[src/rtl/dmem_arbiter_pkg.sv]
// Shared constants and port-id encoding for the data-memory arbiter and the data memory.
// Combinational grant, one-cycle read return, one access per clock.
package dmem_arbiter_pkg;

    localparam int DMEM_DATA_WIDTH = 32;
    localparam int DMEM_ADDR_WIDTH = 10;

    typedef enum logic {
        PORT0 = 1'b0,
        PORT1 = 1'b1
    } port_id_t;

    typedef struct packed {
        logic     vld;
        port_id_t port;
    } rd_pend_t;

    function automatic port_id_t other_port(input port_id_t p);
        return (p == PORT0) ? PORT1 : PORT0;
    endfunction

endpackage

[src/rtl/dmem_arbiter_if.sv]
// One requester's access channel: request/address/data toward the arbiter, grant and read return back.
// Request is held until gnt; read data returns one cycle after the grant.
interface dmem_arbiter_if #(
    parameter int data_WIDTH = dmem_arbiter_pkg::DMEM_DATA_WIDTH,
    parameter int ADDR_WIDTH = dmem_arbiter_pkg::DMEM_ADDR_WIDTH
);
    logic                  req;
    logic                  we;
    logic [ADDR_WIDTH-1:0] addr;
    logic [data_WIDTH-1:0] wdata;
    logic                  gnt;
    logic                  rvalid;
    logic [data_WIDTH-1:0] rdata;

    modport master (output req, we, addr, wdata, input gnt, rvalid, rdata);
    modport slave  (input req, we, addr, wdata, output gnt, rvalid, rdata);
endinterface

[src/rtl/rr_arb2.sv]
// Two-way round-robin grant with a last-winner register; grant is combinational from req.
// No backpressure of its own: a lone requester wins at once, a tie goes to the port that lost last.
module rr_arb2
    import dmem_arbiter_pkg::*;
(
    input  logic       clk,
    input  logic       rst_n,
    input  logic [1:0] req,
    output logic [1:0] gnt,
    output logic       gnt_any,
    output port_id_t   winner
);

    port_id_t last_gnt;

    // Grants are suppressed while reset is asserted so nothing reaches the memory.
    always_comb begin
        winner  = PORT0;
        gnt_any = 1'b0;
        if (rst_n) begin
            case (req)
                2'b01: begin
                    winner  = PORT0;
                    gnt_any = 1'b1;
                end
                2'b10: begin
                    winner  = PORT1;
                    gnt_any = 1'b1;
                end
                2'b11: begin
                    winner  = other_port(last_gnt);
                    gnt_any = 1'b1;
                end
                default: ;
            endcase
        end
        gnt[0] = gnt_any && (winner == PORT0);
        gnt[1] = gnt_any && (winner == PORT1);
    end

    always_ff @(posedge clk or negedge rst_n) begin
        if (!rst_n) begin
            last_gnt <= PORT1;
        end else if (gnt_any) begin
            last_gnt <= winner;
        end
    end

endmodule

[src/rtl/dmem_arbiter.sv]
// Shares one single-port data memory between two requesters; grant same cycle, read data next cycle.
// Full throughput: one access per clock, losing port simply holds its request.
module dmem_arbiter
    import dmem_arbiter_pkg::*;
#(
    parameter int data_WIDTH = DMEM_DATA_WIDTH,
    parameter int ADDR_WIDTH = DMEM_ADDR_WIDTH
) (
    input  logic                  clk,
    input  logic                  rst_n,
    dmem_arbiter_if.slave         p0,
    dmem_arbiter_if.slave         p1,
    output logic [ADDR_WIDTH-1:0] mem_address,
    output logic [data_WIDTH-1:0] mem_in,
    output logic                  mem_we,
    input  logic [data_WIDTH-1:0] mem_out
);

    logic [1:0]            gnt;
    logic                  gnt_any;
    port_id_t              winner;
    logic                  win_we;
    logic [ADDR_WIDTH-1:0] win_addr;
    logic [data_WIDTH-1:0] win_wdata;
    logic [ADDR_WIDTH-1:0] held_addr;
    logic [data_WIDTH-1:0] held_wdata;
    rd_pend_t              pend;

    rr_arb2 u_rr_arb2 (
        .clk     (clk),
        .rst_n   (rst_n),
        .req     ({p1.req, p0.req}),
        .gnt     (gnt),
        .gnt_any (gnt_any),
        .winner  (winner)
    );

    assign p0.gnt = gnt[0];
    assign p1.gnt = gnt[1];

    always_comb begin
        win_we    = p0.we;
        win_addr  = p0.addr;
        win_wdata = p0.wdata;
        if (winner == PORT1) begin
            win_we    = p1.we;
            win_addr  = p1.addr;
            win_wdata = p1.wdata;
        end
    end

    // Idle cycles keep presenting the last granted access so the memory bus stays quiet.
    assign mem_address = gnt_any ? win_addr  : held_addr;
    assign mem_in      = gnt_any ? win_wdata : held_wdata;
    assign mem_we      = gnt_any && win_we;

    always_ff @(posedge clk or negedge rst_n) begin
        if (!rst_n) begin
            held_addr  <= '0;
            held_wdata <= '0;
        end else if (gnt_any) begin
            held_addr  <= win_addr;
            held_wdata <= win_wdata;
        end
    end

    // Memory returns read data one cycle after the address; remember who asked.
    always_ff @(posedge clk or negedge rst_n) begin
        if (!rst_n) begin
            pend.vld  <= 1'b0;
            pend.port <= PORT0;
        end else begin
            pend.vld  <= gnt_any && !win_we;
            pend.port <= winner;
        end
    end

    assign p0.rvalid = pend.vld && (pend.port == PORT0);
    assign p1.rvalid = pend.vld && (pend.port == PORT1);
    assign p0.rdata  = p0.rvalid ? mem_out : '0;
    assign p1.rdata  = p1.rvalid ? mem_out : '0;

endmodule

[src/flat_wrapper.sv]
// flat-port wrapper written by rule: the top's interface ports become plain ports
module dmem_arbiter_flat import dmem_arbiter_pkg::*;
#(
    parameter int data_WIDTH = DMEM_DATA_WIDTH,
    parameter int ADDR_WIDTH = DMEM_ADDR_WIDTH
)
  (clk, rst_n, mem_address, mem_in, mem_we, mem_out, p0_req, p0_we, p0_addr, p0_wdata, p0_gnt, p0_rvalid, p0_rdata, p1_req, p1_we, p1_addr, p1_wdata, p1_gnt, p1_rvalid, p1_rdata);
  dmem_arbiter_if #(.data_WIDTH(data_WIDTH), .ADDR_WIDTH(ADDR_WIDTH)) p0_i ();
  dmem_arbiter_if #(.data_WIDTH(data_WIDTH), .ADDR_WIDTH(ADDR_WIDTH)) p1_i ();
  input  logic clk;
  input  logic rst_n;
  output logic [ADDR_WIDTH-1:0] mem_address;
  output logic [data_WIDTH-1:0] mem_in;
  output logic mem_we;
  input  logic [data_WIDTH-1:0] mem_out;
  input wire logic [$bits(p0_i.req)-1:0] p0_req;
  input wire logic [$bits(p0_i.we)-1:0] p0_we;
  input wire logic [$bits(p0_i.addr)-1:0] p0_addr;
  input wire logic [$bits(p0_i.wdata)-1:0] p0_wdata;
  output wire logic [$bits(p0_i.gnt)-1:0] p0_gnt;
  output wire logic [$bits(p0_i.rvalid)-1:0] p0_rvalid;
  output wire logic [$bits(p0_i.rdata)-1:0] p0_rdata;
  input wire logic [$bits(p1_i.req)-1:0] p1_req;
  input wire logic [$bits(p1_i.we)-1:0] p1_we;
  input wire logic [$bits(p1_i.addr)-1:0] p1_addr;
  input wire logic [$bits(p1_i.wdata)-1:0] p1_wdata;
  output wire logic [$bits(p1_i.gnt)-1:0] p1_gnt;
  output wire logic [$bits(p1_i.rvalid)-1:0] p1_rvalid;
  output wire logic [$bits(p1_i.rdata)-1:0] p1_rdata;
  assign p0_i.req = p0_req;
  assign p0_i.we = p0_we;
  assign p0_i.addr = p0_addr;
  assign p0_i.wdata = p0_wdata;
  assign p0_gnt = p0_i.gnt;
  assign p0_rvalid = p0_i.rvalid;
  assign p0_rdata = p0_i.rdata;
  assign p1_i.req = p1_req;
  assign p1_i.we = p1_we;
  assign p1_i.addr = p1_addr;
  assign p1_i.wdata = p1_wdata;
  assign p1_gnt = p1_i.gnt;
  assign p1_rvalid = p1_i.rvalid;
  assign p1_rdata = p1_i.rdata;
  dmem_arbiter #(.data_WIDTH(data_WIDTH), .ADDR_WIDTH(ADDR_WIDTH)) u_core (.clk(clk), .rst_n(rst_n), .p0(p0_i), .p1(p1_i), .mem_address(mem_address), .mem_in(mem_in), .mem_we(mem_we), .mem_out(mem_out));
endmodule
[config.mk]
export PLATFORM = sky130hd
export DESIGN_NAME = dmem_arbiter_flat
export DESIGN_NICKNAME = d
export VERILOG_FILES = /design/src/rtl/dmem_arbiter_pkg.sv /design/src/rtl/dmem_arbiter_if.sv /design/src/rtl/rr_arb2.sv /design/src/rtl/dmem_arbiter.sv /design/src/flat_wrapper.sv
export SDC_FILE = /design/constraint.sdc
export NUM_CORES = 1
export LEC_CHECK = 0
export CORE_MARGIN = 3
export CORE_UTILIZATION = 33
export DETAILED_ROUTE_END_ITERATION = 6
export PLACE_DENSITY = 0.83
export SETUP_SLACK_MARGIN = 0.4
export SLEW_MARGIN = 20
export SYNTH_ARGS = -nofsm -noshare
export SYNTH_HDL_FRONTEND = slang
export SYNTH_SLANG_ARGS = --single-unit
export TNS_END_PERCENT = 100
[constraint.sdc]
create_clock -name clk -period 3.35 [get_ports clk]
set_input_delay 0.335 -clock clk [delete_from_list [all_inputs] [get_ports clk]]
set_output_delay 0.335 -clock clk [all_outputs]
set_load 0.005 [all_outputs]
# Word-level counts from Yosys, hierarchy flattened
# Cells that the tools add are included.
# totals
regBits	45
wordCells	30
# classes
eq_ne	3
mux	12
bitwise_logic	2
reduce_logical	8
# ops
cell	count
32-bit two-way mux	4
10-bit two-way mux	2
1-bit logical AND	6
1-bit two-way mux	5
2-bit equality test (second input constant)	2
3-bit OR reduction	1
2-bit by 1-bit equality test with 1-bit output (second input constant)	1
1-bit NOT	2
1-bit case mux with 2 select lines	1
1-bit zero test	1

# Depth between registers and ports, before layout
# Gate-level depths: netlist of the first run.
# logic_depth
ltp_word	6
ltp_mapped	4
mapped_depth_nobuf	3

# Cells and area by module
# Synthesis of the first run repeated with hierarchy kept, for this count alone.
# unflattened
cells_unflattened	310
area_unflattened_um2	2648.8
# by_module_without_submodules
module	instances	cells_per_inst	area_each_um2	seq_area_each_um2
dmem_arbiter	1	300	2571.2	1101.1
rr_arb2	1	10	77.6	26.3

# Worst setup path before layout of the first run
# OpenSTA, ideal clock, no wires.
# synth_path
path_kind	register -> output
from	reg u_core.u_rr_arb2.last_gnt
to	out mem_address[0]
arrival_time_ps	1213
required_time_ps	3015
setup_slack_ps	1802
stages_incl_launch_ff	5
n_path_buf	1
cell_sequence	dfstp_2 -> and2_4 -> nor2_4 -> buf_6 -> a221o_1
# synth_between
elab_chain_cells	5
# synth_rtl
item	line_no	text
from (decl)	rr_arb2.sv:14	port_id_t last_gnt;
from (signal assigned)	rr_arb2.sv:45	last_gnt <= winner;
1-bit two-way mux	dmem_arbiter_pkg.sv:19	return (p == PORT0) ? PORT1 : PORT0;
1-bit case mux with 2 select lines	rr_arb2.sv:21	case (req)
1-bit two-way mux	rr_arb2.sv:20	if (rst_n) begin
10-bit two-way mux	dmem_arbiter.sv:45	if (winner == PORT1) begin
10-bit two-way mux	n/a	
to (decl)	flat_wrapper.sv:12	output logic [ADDR_WIDTH-1:0] mem_address;
# Every way passes these cells.

# Worst setup path in the final report of the first run
# layout_path
from	in p1_req
to	out mem_in[12]
# layout_between
elab_chain_cells	5
# layout_rtl
item	line_no	text
from (decl)	flat_wrapper.sv:23	input wire logic [$bits(p1_i.req)-1:0] p1_req;
2-bit equality test / 2-bit by 1-bit equality test with 1-bit output (equally long branches)	rr_arb2.sv:21	
1-bit case mux with 2 select lines / 3-bit OR reduction (equally long branches)	n/a	
1-bit two-way mux (on tied branches)	rr_arb2.sv:20, rr_arb2.sv:21	
32-bit two-way mux / 1-bit two-way mux (equally long branches)	dmem_arbiter.sv:45, rr_arb2.sv:20	
32-bit two-way mux *	n/a	
to (decl)	flat_wrapper.sv:13	output logic [data_WIDTH-1:0] mem_in;
# Mark *: on every way between the ends. The rest lies on a longest branch, timed or not.

==> results of run 1 <==
[logic make-up (layout without fill, tap and decap cells)]
family	count (synthesis)	in the layout	synth area share [%]
AOI/OAI and AO/OA	49	49	19.4
buffers and inverters	21	248	5.67
DFF	45	45	45.2
and+or+nand+nor	117	117	29.7
[report_power, final]
part	internal [mW]	switching, mW	leakage [nW]
Combinational	0.407	0.212	1.50
Sequential	0.621	0.0232	0.537
Clock	0.228	0.195	0.0591
Total	1.26	0.431	2.10
[flip-flops by register name (all words and copies together), names as in the netlist]
| name | flops |
|---|---|
| u_core.u_rr_arb2.last_gnt | 1 |
| u_core.held_wdata | 32 |
| u_core.held_addr | 10 |
| u_core.pend | 2 |
[per-layer routing]
metal	routed length [um]	GRT usage, %
met1	3500	23.7
met2	5040	41.8
met3	931	6.34
met4	243	6.59
met5	0	0
[critical path, stage by stage]
cell and delay [ns]:
clkdlybuf4s50_1 0.50, o21ai_4 0.41, buf_4 0.32, and2_1 0.17, a221o_1 0.15, clkdlybuf4s50_1 0.52
[final cells by class]
| class | count | area (um2) |
|---|---|---|
| clock inverter | 3 | 47.5 |
| tap | 99 | 124 |
| sequential | 45 | 1130 |
| clock buffer | 5 | 68.8 |
| multi-input combinational | 166 | 1230 |
| timing repair buffer | 240 | 2390 |
| fill | 605 | 2310 |
[stage by stage]
stage / area (um2) / instances
5_1_grt: 4980 / 558
3_5_place_dp: 4860 / 550
3_3_place_gp: 4860 / 550
2_1_floorplan: 2490 / 232
6_report: 4980 / 558
4_1_cts: 4980 / 558
[Yosys cell counts (all sizes together)]
cell type,count
o21ai,2
a21o,1
o21a,2
a31oi,1
and3,33
a221o,41
buf,9
nand3,1
nor2,3
dfstp,1
dfrtp,44
a21boi,1
a21oi,1
clkbuf,12
and2,76
nor2b,1
nand2,2
nor3,1
[worst max-delay path by stage]
stage                              startpoint        endpoint
detailed placement                     p1_req      mem_in[12]
floorplan           u_core.u_rr_arb2.last_gnt  mem_address[0]
CTS                            u_core.pend[0]    p0_rdata[27]
finish                                 p1_req      mem_in[12]
global placement                       p1_req       mem_in[2]
global route                           p1_req       mem_in[2]
==> results.py, run 1 <==
metrics = {
    "status": {
        "outcome": "finished clean",
    },
    "final_layout": {
        "final_common_cell": "clkdlybuf4s50_1",
        "diodes": 0,
        "utilization_pct": 68.3,
        "final_layout_size_suffix_gt1_share_pct": 6.97,
        "mostFrequentLayoutCells": "clkdlybuf4s50_1 (231), and2_1 (66), dfrtp_1 (44), a221o_1 (41), and3_1 (33)",
        "final_nets": 580,
        "areaGrowthSynthToFinish_pct": 99.9,
    },
    "floorplanning": {
        "coreArea_um2": 7290,
        "die_area_um2": 8630,
        "fp-row-count": 31,
        "die_h_um": 92.9,
        "start_util_pct": 34.2,
        "boundaryPins": 233,
        "die_w_um": 92.9,
    },
    "sta": {
        "post-route-period-util_pct": 82.0,
        "fin_skew_ns": 0.00993,
        "tightest_slew_ns": 0.807,
        "min_period_ns": 2.75,
        "hold_viol": 0,
        "hold_slack_ns": 0.0450,
        "final-setup-viol-count": 0,
        "maxSlewHeadroom_pct": 46.2,
        "rsz0062_at_grt": "false",
        "slew_violations": 0,
        "setup_ws_ns": 0.604,
        "fin_setup_tns_ns": 0,
        "fmax_ghz": 0.364,
    },
    "setup_path": {
        "rr_endpoint": "u_core.held_wdata[12]",
        "reg2reg_from": "u_core.u_rr_arb2.last_gnt",
        "setup.worst_path.start_class": "input port",
        "crit_path_end_kind": "output pin",
        "critPathKind": "in2out",
        "worst-r2r-cell-count": 4,
        "required_ns": 3.01,
        "path_max_fanout": 28,
        "reg2reg_setup_slack_ns": 1.86,
        "arrival_ns": 2.41,
    },
    "clocking": {
        "cts_max_path_buffers": 2,
        "cts_made_buffers": 5,
        "htreeDepth": 2,
        "clk_pin_slew_worst_paths_ns": 0.09,
        "holdBufCountCts": 0,
        "cts_tree": "done",
        "clk_latency_ns": 0.29,
        "clockRootBuffer": "clkbuf_8",
        "post_cts_buffers": 0,
        "numClockSinks": 45,
        "cts_resized": 0,
    },
    "global_route": {
        "grt_antenna_before_repair": 0,
        "grt_start_max_net_pins": 35,
        "grt_pass1_vias": 2829,
        "grt_usage_pct": 22.2,
        "grt_pass1_wl_mm": 15.1,
        "overflow": 0,
    },
    "synthesis": {
        "yosysTopAreaCell": "dfrtp_1",
        "yosysSeqAreaShare_pct": 45.2,
        "yosys_warnings": 0,
        "synth_nets": 354,
        "post_synth.cell_area_avg_um2": 10.7,
        "yosysTopAreaCellShare_pct": 44.2,
        "synthCells": 232,
        "synthTopCellsByArea": "dfrtp_1 (44%), and2_1 (17%), a221o_1 (16%)",
        "netlist_area_um2": 2490,
        "synth_seq_cells": 45,
        "ys_types": 24,
    },
    "drt": {
        "drcViolationCount": 0,
        "firstDrtPassIters": 5,
        "ant_nets": 0,
        "vias_per_cell": 5.02,
        "routed-via-count": 2803,
        "drt_iter0_markers": 67,
        "avgRoutedWirePerCell_um": 17.4,
        "drt_wl_total_mm": 9.71,
    },
    "placement": {
        "place_worst_setup_slack_ns": 0.581,
        "dp_hpwl_mm": 7.94,
        "io_buffers": 232,
        "gp_congestion": 0.844,
    },
    "run": {
        "drv_cap": 0,
    },
    "power": {
        "total_power_mw": 1.69,
        "ir_worst_vdd_mv": 0.241,
        "leakagePower_nw": 2.10,
        "power.density_nw_per_um2": 338,
    },
    "worst_hold_path": {
        "hold_class": "in2async",
    },
}
Power figures use the tool's default switching activity.
==> run 2, diff against run 1 <==
CORE_UTILIZATION = 31   (was 33)
PLACE_DENSITY = 0.79   (was 0.83)
clock period = 2.6 ns   (was 3.35 ns; I/O delays follow)
==> run 2 against run 1 <==
Effect of this change:
- worst setup slack lost 0.35 ns
- via count is 2.7% higher
- largest power group unchanged
- highest routed layer unchanged
- global-route usage fell by 1.4 points
- final cell count up 3.9%
- clock skew is essentially flat
- critical path type is now reg2out
- routed wire length increased by 6.8%
- total power grew 30%
- register-to-register slack got worse by 0.85 ns
- clock-buffer cell count is the same
==> results.py, run 2 (synthesized netlist as in run 1, its figures left out) <==
metrics = {
    "status": {
        "outcome": "finished clean",
    },
    "placement": {
        "io_buffers": 232,
        "dp_hpwl_mm": 7.85,
        "gp_congestion": 0.770,
        "placed_cell_area_um2": 4880,
    },
    "power": {
        "p_int_mw": 1.61,
        "power.density_nw_per_um2": 421,
        "comb_power_share_pct": 37.2,
        "ir_worst_vdd_mv": 0.236,
        "sw_frac_of_total_pct": 26.2,
        "leakagePower_nw": 2.43,
        "clkPwrFrac_pct": 25.1,
        "seq_power_share_pct": 37.7,
        "netSwitchingPower_mw": 0.573,
    },
    "sta": {
        "fin_skew_ns": 0.00963,
        "post-route-period-util_pct": 90.2,
        "min_period_ns": 2.35,
        "slew_violations": 0,
        "maxSlewHeadroom_pct": 67.6,
        "final-setup-viol-count": 0,
        "fin_setup_tns_ns": 0,
        "hold_viol": 0,
        "tightest_slew_ns": 0.486,
        "rsz0062_at_grt": "true",
        "fmax_ghz": 0.426,
    },
    "floorplanning": {
        "boundaryPins": 233,
        "coreArea_um2": 7770,
        "die_w_um": 95.7,
        "start_util_pct": 32.1,
        "fp-row-count": 32,
        "die_area_um2": 9150,
        "die_h_um": 95.7,
    },
    "global_route": {
        "grt_antenna_before_repair": 0,
        "grt_start_max_net_pins": 39,
        "grt_pass1_vias": 2852,
        "grt_pass1_wl_mm": 14.5,
        "overflow": 0,
        "grt_usage_pct": 20.7,
    },
    "setup_path": {
        "arrival_ns": 2.09,
        "required_ns": 2.34,
        "startpoint": "u_core.u_rr_arb2.last_gnt",
        "setup.worst_path.start_class": "register",
        "path_max_fanout": 16,
        "reg2reg_from": "u_core.u_rr_arb2.last_gnt",
        "crit_path_end_kind": "output pin",
        "critPathKind": "reg2out",
    },
    "final_layout": {
        "diodes": 0,
        "largest_reg_flops": 32,
        "regMostFlops": "u_core.held_wdata",
        "mostFrequentLayoutCells": "clkdlybuf4s50_1 (187), and2_1 (66), dfrtp_1 (44), a221o_1 (41), and3_1 (33)",
        "final_layout_size_suffix_gt1_share_pct": 13.2,
        "final_area_um2": 5190,
        "areaGrowthSynthToFinish_pct": 108,
        "final_nets": 599,
        "top_regs": "u_core.held_wdata: 32 flops, u_core.held_addr: 10 flops, u_core.pend: 2 flops",
        "final_common_cell": "clkdlybuf4s50_1",
    },
    "drt": {
        "drt_iter0_markers": 125,
        "ant_nets": 0,
        "firstDrtPassIters": 5,
        "drcViolationCount": 0,
        "drt_wl_total_mm": 10.4,
        "vias_per_cell": 4.96,
        "routed-via-count": 2878,
        "avgRoutedWirePerCell_um": 17.9,
    },
    "clocking": {
        "clk_pin_slew_worst_paths_ns": 0.10,
        "htreeDepth": 2,
        "cts_made_buffers": 5,
        "numClockSinks": 45,
        "clockRootBuffer": "clkbuf_8",
        "cts_max_path_buffers": 2,
        "cts_tree": "done",
        "clk_latency_ns": 0.30,
    },
    "run": {
        "drv_cap": 0,
    },
    "worst_hold_path": {
        "hold_class": "in2async",
    },
}
==> run 2: cell types whose count changed in the layout (fill, tap and decap cells not counted), sizes merged, moves of 5 or more <==
cell,change
clkbuf,+14
clkdlybuf4s15,+7
dlygate4sd2,+5
dlymetal6s2s,+19
clkdlybuf4s50,-44
buf,+17
==> run 2: layout make-up <==
cell class	count	area [um2]
clock buffers	5	68.8
well taps	102	128
fillers	622	2570
multi-input cells	166	1230
repair buffers	259	2590
clock inverters	3	48.8
flip-flops and latches	45	1130
==> run 2: power by group through the flow <==
stage	sequential (mW)	clock, mW	combinational (mW)
4_1_cts	0.824	0.563	0.797
2_1_floorplan	0.829	0	0.291
6_report	0.825	0.549	0.814
3_5_place_dp	0.838	0	0.807
5_1_grt	0.834	0.593	0.877
3_3_place_gp	0.835	0	0.800
==> run 2: repair_timing <==
action	CTS	global route
hold buffers	1	0
setup endpoints to repair	44	43
pin swaps	4	24
gates cloned	1	1
buffers inserted	3	11
endpoints found under the hold margin	7	0
gates resized for setup	31	56
==> run 2: worst max-delay path: stages (launching register included) <==
cell and delay (ns):
dfstp_2 0.58, and2_4 0.18, nor2_4 0.05, buf_12 0.15
a221o_1 0.36, clkdlybuf4s50_1 0.46
==> run 2: metrics by stage <==
step | std cells | setup WS (ns) | power (mW) | utilization (%) | hold WS (ns)
CTS | 568 | 0.223 | 2.18 | 65.1 | 0.159
floorplan | 232 | 1.13 | 1.12 | - | -0.0356
detailed placement | 555 | 0.0890 | 1.64 | 62.9 | 0.155
finish | 580 | 0.255 | 2.19 | 66.8 | 0.136
global route | 580 | 0.160 | 2.30 | 66.8 | 0.183
global placement | 555 | 0.136 | 1.63 | 62.9 | 0.164
==> run 2: worst paths after layout <==
kind	cells past startpoint	slack (ns)	endpoint
setup / recovery	5	0.25	mem_in[8]
min in group clk	3	0.37	u_core.u_rr_arb2.last_gnt
max in group asynchronous	2	1.87	u_core.held_wdata[20]
hold reg to reg	1	0.55	u_core.u_rr_arb2.last_gnt
hold / removal	2	0.14	u_core.held_addr[9]
setup reg to reg	5	1.01	u_core.held_addr[8]
==> run 2: metal layers <==
layer  share of wire (%)  vias to the layer above  GRT usage, %  wire [um]
met5                   0                        -             0          0
met2                  51                      160          39.1       5340
met4                 3.0                        0          6.87        312
li1                    -                     1344             -          -
met3                  11                       22          7.50       1160
met1                  34                     1352          20.9       3560
==> run 3, diff against run 2 <==
SLEW_MARGIN = default   (was 20)
clock period = 2.5 ns   (was 2.6 ns; I/O delays follow)
==> run 3 against run 2 <==
Effect of this change:
- routed wire length up 9.9%
- total power up 5.5%
- critical endpoint is now p0_gnt
- clock skew up 0.012 ns
- first-iteration DRC count down 27%
- largest power group is now combinational cells
- critical path type unchanged
==> results.py, run 3 (synthesized netlist as in run 1, its figures left out) <==
metrics = {
    "status": {
        "outcome": "finished clean",
    },
    "final_layout": {
        "final_cells": 601,
        "mostFrequentLayoutCells": "clkdlybuf4s50_1 (186), and2_1 (66), dfrtp_1 (44), a221o_1 (41), clkbuf_2 (40)",
        "regMostFlops": "u_core.held_wdata",
        "final_area_um2": 5230,
        "final_layout_size_suffix_gt1_share_pct": 22.4,
        "fill_cells": 640,
        "areaGrowthSynthToFinish_pct": 110,
        "utilization_pct": 67.3,
        "final_nets": 620,
        "top_regs": "u_core.held_wdata: 32 flops, u_core.held_addr: 10 flops, u_core.pend: 2 flops",
        "largest_reg_flops": 32,
        "diodes": 0,
        "final_common_cell": "clkdlybuf4s50_1",
    },
    "sta": {
        "hold_viol": 0,
        "rsz0062_at_grt": "true",
        "min_period_ns": 2.11,
        "maxSlewHeadroom_pct": 67.1,
        "slew_violations": 0,
        "tightest_slew_ns": 0.494,
        "final-setup-viol-count": 0,
        "fin_skew_ns": 0.0215,
        "post-route-period-util_pct": 84.4,
        "fmax_ghz": 0.474,
        "fin_setup_tns_ns": 0,
    },
    "floorplanning": {
        "boundaryPins": 233,
        "coreArea_um2": 7770,
        "die_w_um": 95.7,
        "die_area_um2": 9150,
        "start_util_pct": 32.1,
        "die_h_um": 95.7,
        "fp-row-count": 32,
    },
    "placement": {
        "dp_hpwl_mm": 8.25,
        "io_buffers": 232,
        "placed_cells": 557,
        "gp_congestion": 0.781,
        "placed_cell_area_um2": 4920,
    },
    "clocking": {
        "clk_latency_ns": 0.30,
        "numClockSinks": 45,
        "cts_made_buffers": 5,
        "clockRootBuffer": "clkbuf_8",
        "htreeDepth": 2,
        "clk_pin_slew_worst_paths_ns": 0.10,
        "cts_max_path_buffers": 2,
        "cts_tree": "done",
    },
    "global_route": {
        "grt_antenna_before_repair": 0,
        "grt_usage_pct": 22.3,
        "grt_pass1_vias": 3025,
        "overflow": 0,
        "grt_pass1_wl_mm": 15.7,
        "grt_start_max_net_pins": 39,
    },
    "drt": {
        "drt_iter0_markers": 91,
        "vias_per_cell": 5.02,
        "routed-via-count": 3019,
        "firstDrtPassIters": 4,
        "avgRoutedWirePerCell_um": 19.0,
        "ant_nets": 0,
        "drcViolationCount": 0,
        "drt_wl_total_mm": 11.4,
    },
    "setup_path": {
        "worst-r2r-cell-count": 10,
        "crit_path_end_kind": "output pin",
        "required_ns": 2.25,
        "path_max_fanout": 8,
        "reg2reg_setup_slack_ns": 0.68,
        "rr_endpoint": "u_core.held_wdata[25]",
        "reg2reg_from": "u_core.u_rr_arb2.last_gnt",
        "setup.worst_path.start_class": "register",
        "crit_end": "p0_gnt",
        "arrival_ns": 1.86,
        "startpoint": "u_core.u_rr_arb2.last_gnt",
        "critPathKind": "reg2out",
    },
    "power": {
        "leakagePower_nw": 2.38,
        "power.density_nw_per_um2": 442,
        "ir_worst_vdd_mv": 0.355,
        "total_power_mw": 2.31,
    },
    "worst_hold_path": {
        "hold_class": "in2async",
    },
    "run": {
        "drv_cap": 0,
    },
}
run 3: changes by cell type in the layout (fill, tap and decap cells not counted), moves of 2 or more:
cell,delta
clkbuf_2,+27
clkdlybuf4s15_1,-6
dlygate4sd2_1,-2
buf_4,+17
dlymetal6s2s_1,-18
clkbuf_16,+3
run 3: per-layer routing:
| layer | GRT usage, % | wire length, um |
|---|---|---|
| met1 | 23.3 | 3980 |
| met2 | 40.9 | 5880 |
| met3 | 8.05 | 1230 |
| met4 | 7.70 | 315 |
| met5 | 0 | 0 |
run 3: metrics by stage:
stage | worst slack (ns) | hold WS, ns
2_1_floorplan | 1.04 | -0.0456
3_3_place_gp | 0.0998 | 0.143
3_5_place_dp | 0.0520 | 0.145
4_1_cts | 0.349 | 0.136
5_1_grt | 0.331 | 0.187
6_report | 0.390 | 0.127
run 3: layout make-up:
type                            count  area [um2]  area share, %
Clock buffer                        5        68.8           1.32
Clock inverter                      3        43.8          0.838
Tap cell                          102         128           2.44
Timing Repair Buffer              280        2630           50.2
Sequential cell                    45        1130           21.6
Multi-Input combinational cell    166        1230           23.6
run 3: worst min path at each step:
stage / slack (ns) / cells after the start / to
after floorplan: -0.05 / 0 / u_core.held_addr[0]
after global placement: 0.14 / 1 / u_core.held_wdata[25]
after detailed placement: 0.14 / 1 / u_core.held_wdata[25]
after CTS: 0.14 / 2 / u_core.held_wdata[6]
after global routing: 0.19 / 2 / u_core.held_wdata[28]
final: 0.13 / 2 / u_core.held_wdata[3]
run 3: what timing repair did:
item | 4_1_cts | 5_1_grt
gates cloned | 1 | 5
hold buffers | 1 | 0
pin swaps | 23 | 26
gates resized for setup | 53 | 82
setup endpoints to repair | 44 | 44
endpoints found under the hold margin | 7 | 0
setup buffers | 19 | 10
run 3: critical path: stages (launching register included):
cell and delay (ns):
dfstp_2 0.58, nand2_4 0.08, a21oi_4 0.21, buf_4 0.19
clkdlybuf4s50_1 0.51
run 3: power by group:
| group | switching [mW] | internal [mW] |
|---|---|---|
| Combinational | 0.335 | 0.554 |
| Clock | 0.260 | 0.300 |
| Sequential | 0.0261 | 0.833 |
==> edit (settings of run 2) <==
Set the package constant `DMEM_DATA_WIDTH` to 16 (it was 32).
--- a/src/rtl/dmem_arbiter_pkg.sv
+++ b/src/rtl/dmem_arbiter_pkg.sv
@@ -4,3 +4,3 @@
 
-    localparam int DMEM_DATA_WIDTH = 32;
+    localparam int DMEM_DATA_WIDTH = 16;
     localparam int DMEM_ADDR_WIDTH = 10;
Interface: changed (6 resized); port bits go from 233 to 137. No check against the original RTL was run, so the function may have changed too.
==> edit against run 2 <==
- final area down 40%
- clock power down 25%
- sequential cell count decreased by 16
- area after synthesis is 38% lower
- wire length down 49%
- count of clock-buffer cells in the layout rose by 2
- fmax is 9.8% higher
- register-to-register slack gained 140 ps
- sequential power down 35%
- sequential share of layout area up 1.7 points
- total power down 36%
- non-clock buffer count down 114
- setup slack better by 210 ps
- critical endpoint is now mem_in[13]
- highest routed layer unchanged
==> edit: results <==
{
  "synth_commonest_cells": "and2_1 (42), dfrtp_1 (28), a221o_1 (19)",
  "r2r_slack_ps": 1150,
  "synth_cell_types": 23,
  "gp_congestion": 0.760,
  "grt_use_total": 0.181,
  "worst_ep_arrival_time_ps": 1880,
  "syn_nets": 214,
  "ys_seq_area_frac": 0.467,
  "drive_above_1_share": 0.126,
  "status": "finished clean",
  "hpwl_um": 3940,
  "synthCells": 140,
  "grt_pass1_vias": 1744,
  "stdcell_area_mm2": 0.00312,
  "nets": 359,
  "slew_headroom": 0.659,
  "critPathMaxFanout": 27,
  "placed_cell_area_mm2": 0.00299,
  "ir_drop_mv": 0.305,
  "finalWirelength_um": 5310,
  "grt_pass1_wl_um": 8450,
  "clk_latency_ps": 280,
  "clk_pin_slew_ps": 60,
  "reg2reg_to": "u_core.held_wdata[11]",
  "vias_per_cell": 4.77,
  "dp_slack_ps": -62.6,
  "netlist_top_cells_area": "dfrtp_1 (45%), and2_1 (17%), a221o_1 (12%), and3_1 (6.4%), a221o_2 (4.3%)",
  "instances_no_fill": 353
}
## edit: cell count changes after synthesis, moves of 6 or more
| cell | run 2 | this run |
|---|---|---|
| clkbuf_1 | 11 | 5 |
| and2_1 | 66 | 42 |
| and2_2 | 8 | 0 |
| and3_1 | 33 | 16 |
| a221o_2 | 0 | 6 |
| a221o_1 | 41 | 19 |
| dfrtp_1 | 44 | 28 |
## edit: how the worst max path moves through the flow
stage	start	to	slack, ps
2_1_floorplan	u_core.u_rr_arb2.last_gnt	mem_address[0]	1130
4_1_cts	u_core.pend[0]	p0_rdata[7]	420
3_3_place_gp	p1_req	mem_in[15]	-20
5_1_grt	u_core.u_rr_arb2.last_gnt	mem_in[15]	400
3_5_place_dp	p1_req	mem_in[13]	-60
6_report	u_core.u_rr_arb2.last_gnt	mem_in[13]	460
## edit: cell type report
| cell class | instances | share of cell area |
|---|---|---|
| Multi-Input combinational cell | 104 | 0.252 |
| Tap cell | 67 | 0.0269 |
| Clock inverter | 1 | 0.00160 |
| Timing Repair Buffer | 145 | 0.455 |
| Clock buffer | 7 | 0.0309 |
| Sequential cell | 29 | 0.234 |
## edit: metal layers
layer	global-route usage	up-vias	wire length (um)
li1	-	818	-
met1	0.204	750	2180
met2	0.306	112	2440
met3	0.0810	5	633
met4	0.0580	0	62
met5	0	-	0
## edit: logic make-up (layout without fill, tap and decap cells)
| kind of cell | Yosys count | count (layout) |
|---|---|---|
| flops | 29 | 29 |
| buf+inv | 9 | 153 |
| compound gates | 33 | 34 |
| simple gates | 69 | 70 |
## edit: report_power, final
part	internal, W	switching, W	total, W	leakage [nW]
Sequential	0.000517	0.0000223	0.000539	0.343
Clock	0.000239	0.000173	0.000412	0.0542
Combinational	0.000290	0.000165	0.000456	0.965
Total	0.00105	0.000360	0.00141	1.36
## edit: stage by stage
step                hold slack [ps]  TNS (ps)
global placement                544     -92.8
CTS                             248         0
detailed placement              544      -617
floorplan                     -35.6         0
finish                          233         0
global route                    241         0
## edit: what timing repair did
item                                    4_1_cts  5_1_grt
buffers inserted                              2        1
endpoints found under the hold margin         0        0
endpoints found under the setup margin       43       20
pin swaps                                     2        1
hold buffers                                  0        0
cloned                                        1        1
resized for setup                            33        5
## edit: worst max-delay path, cell delays in order (launching register included)
cell,delay [ps]
dfstp_2,560
and2_4,170
nor2_4,40
buf_12,160
a221o_2,390
dlygate4sd2_1,280
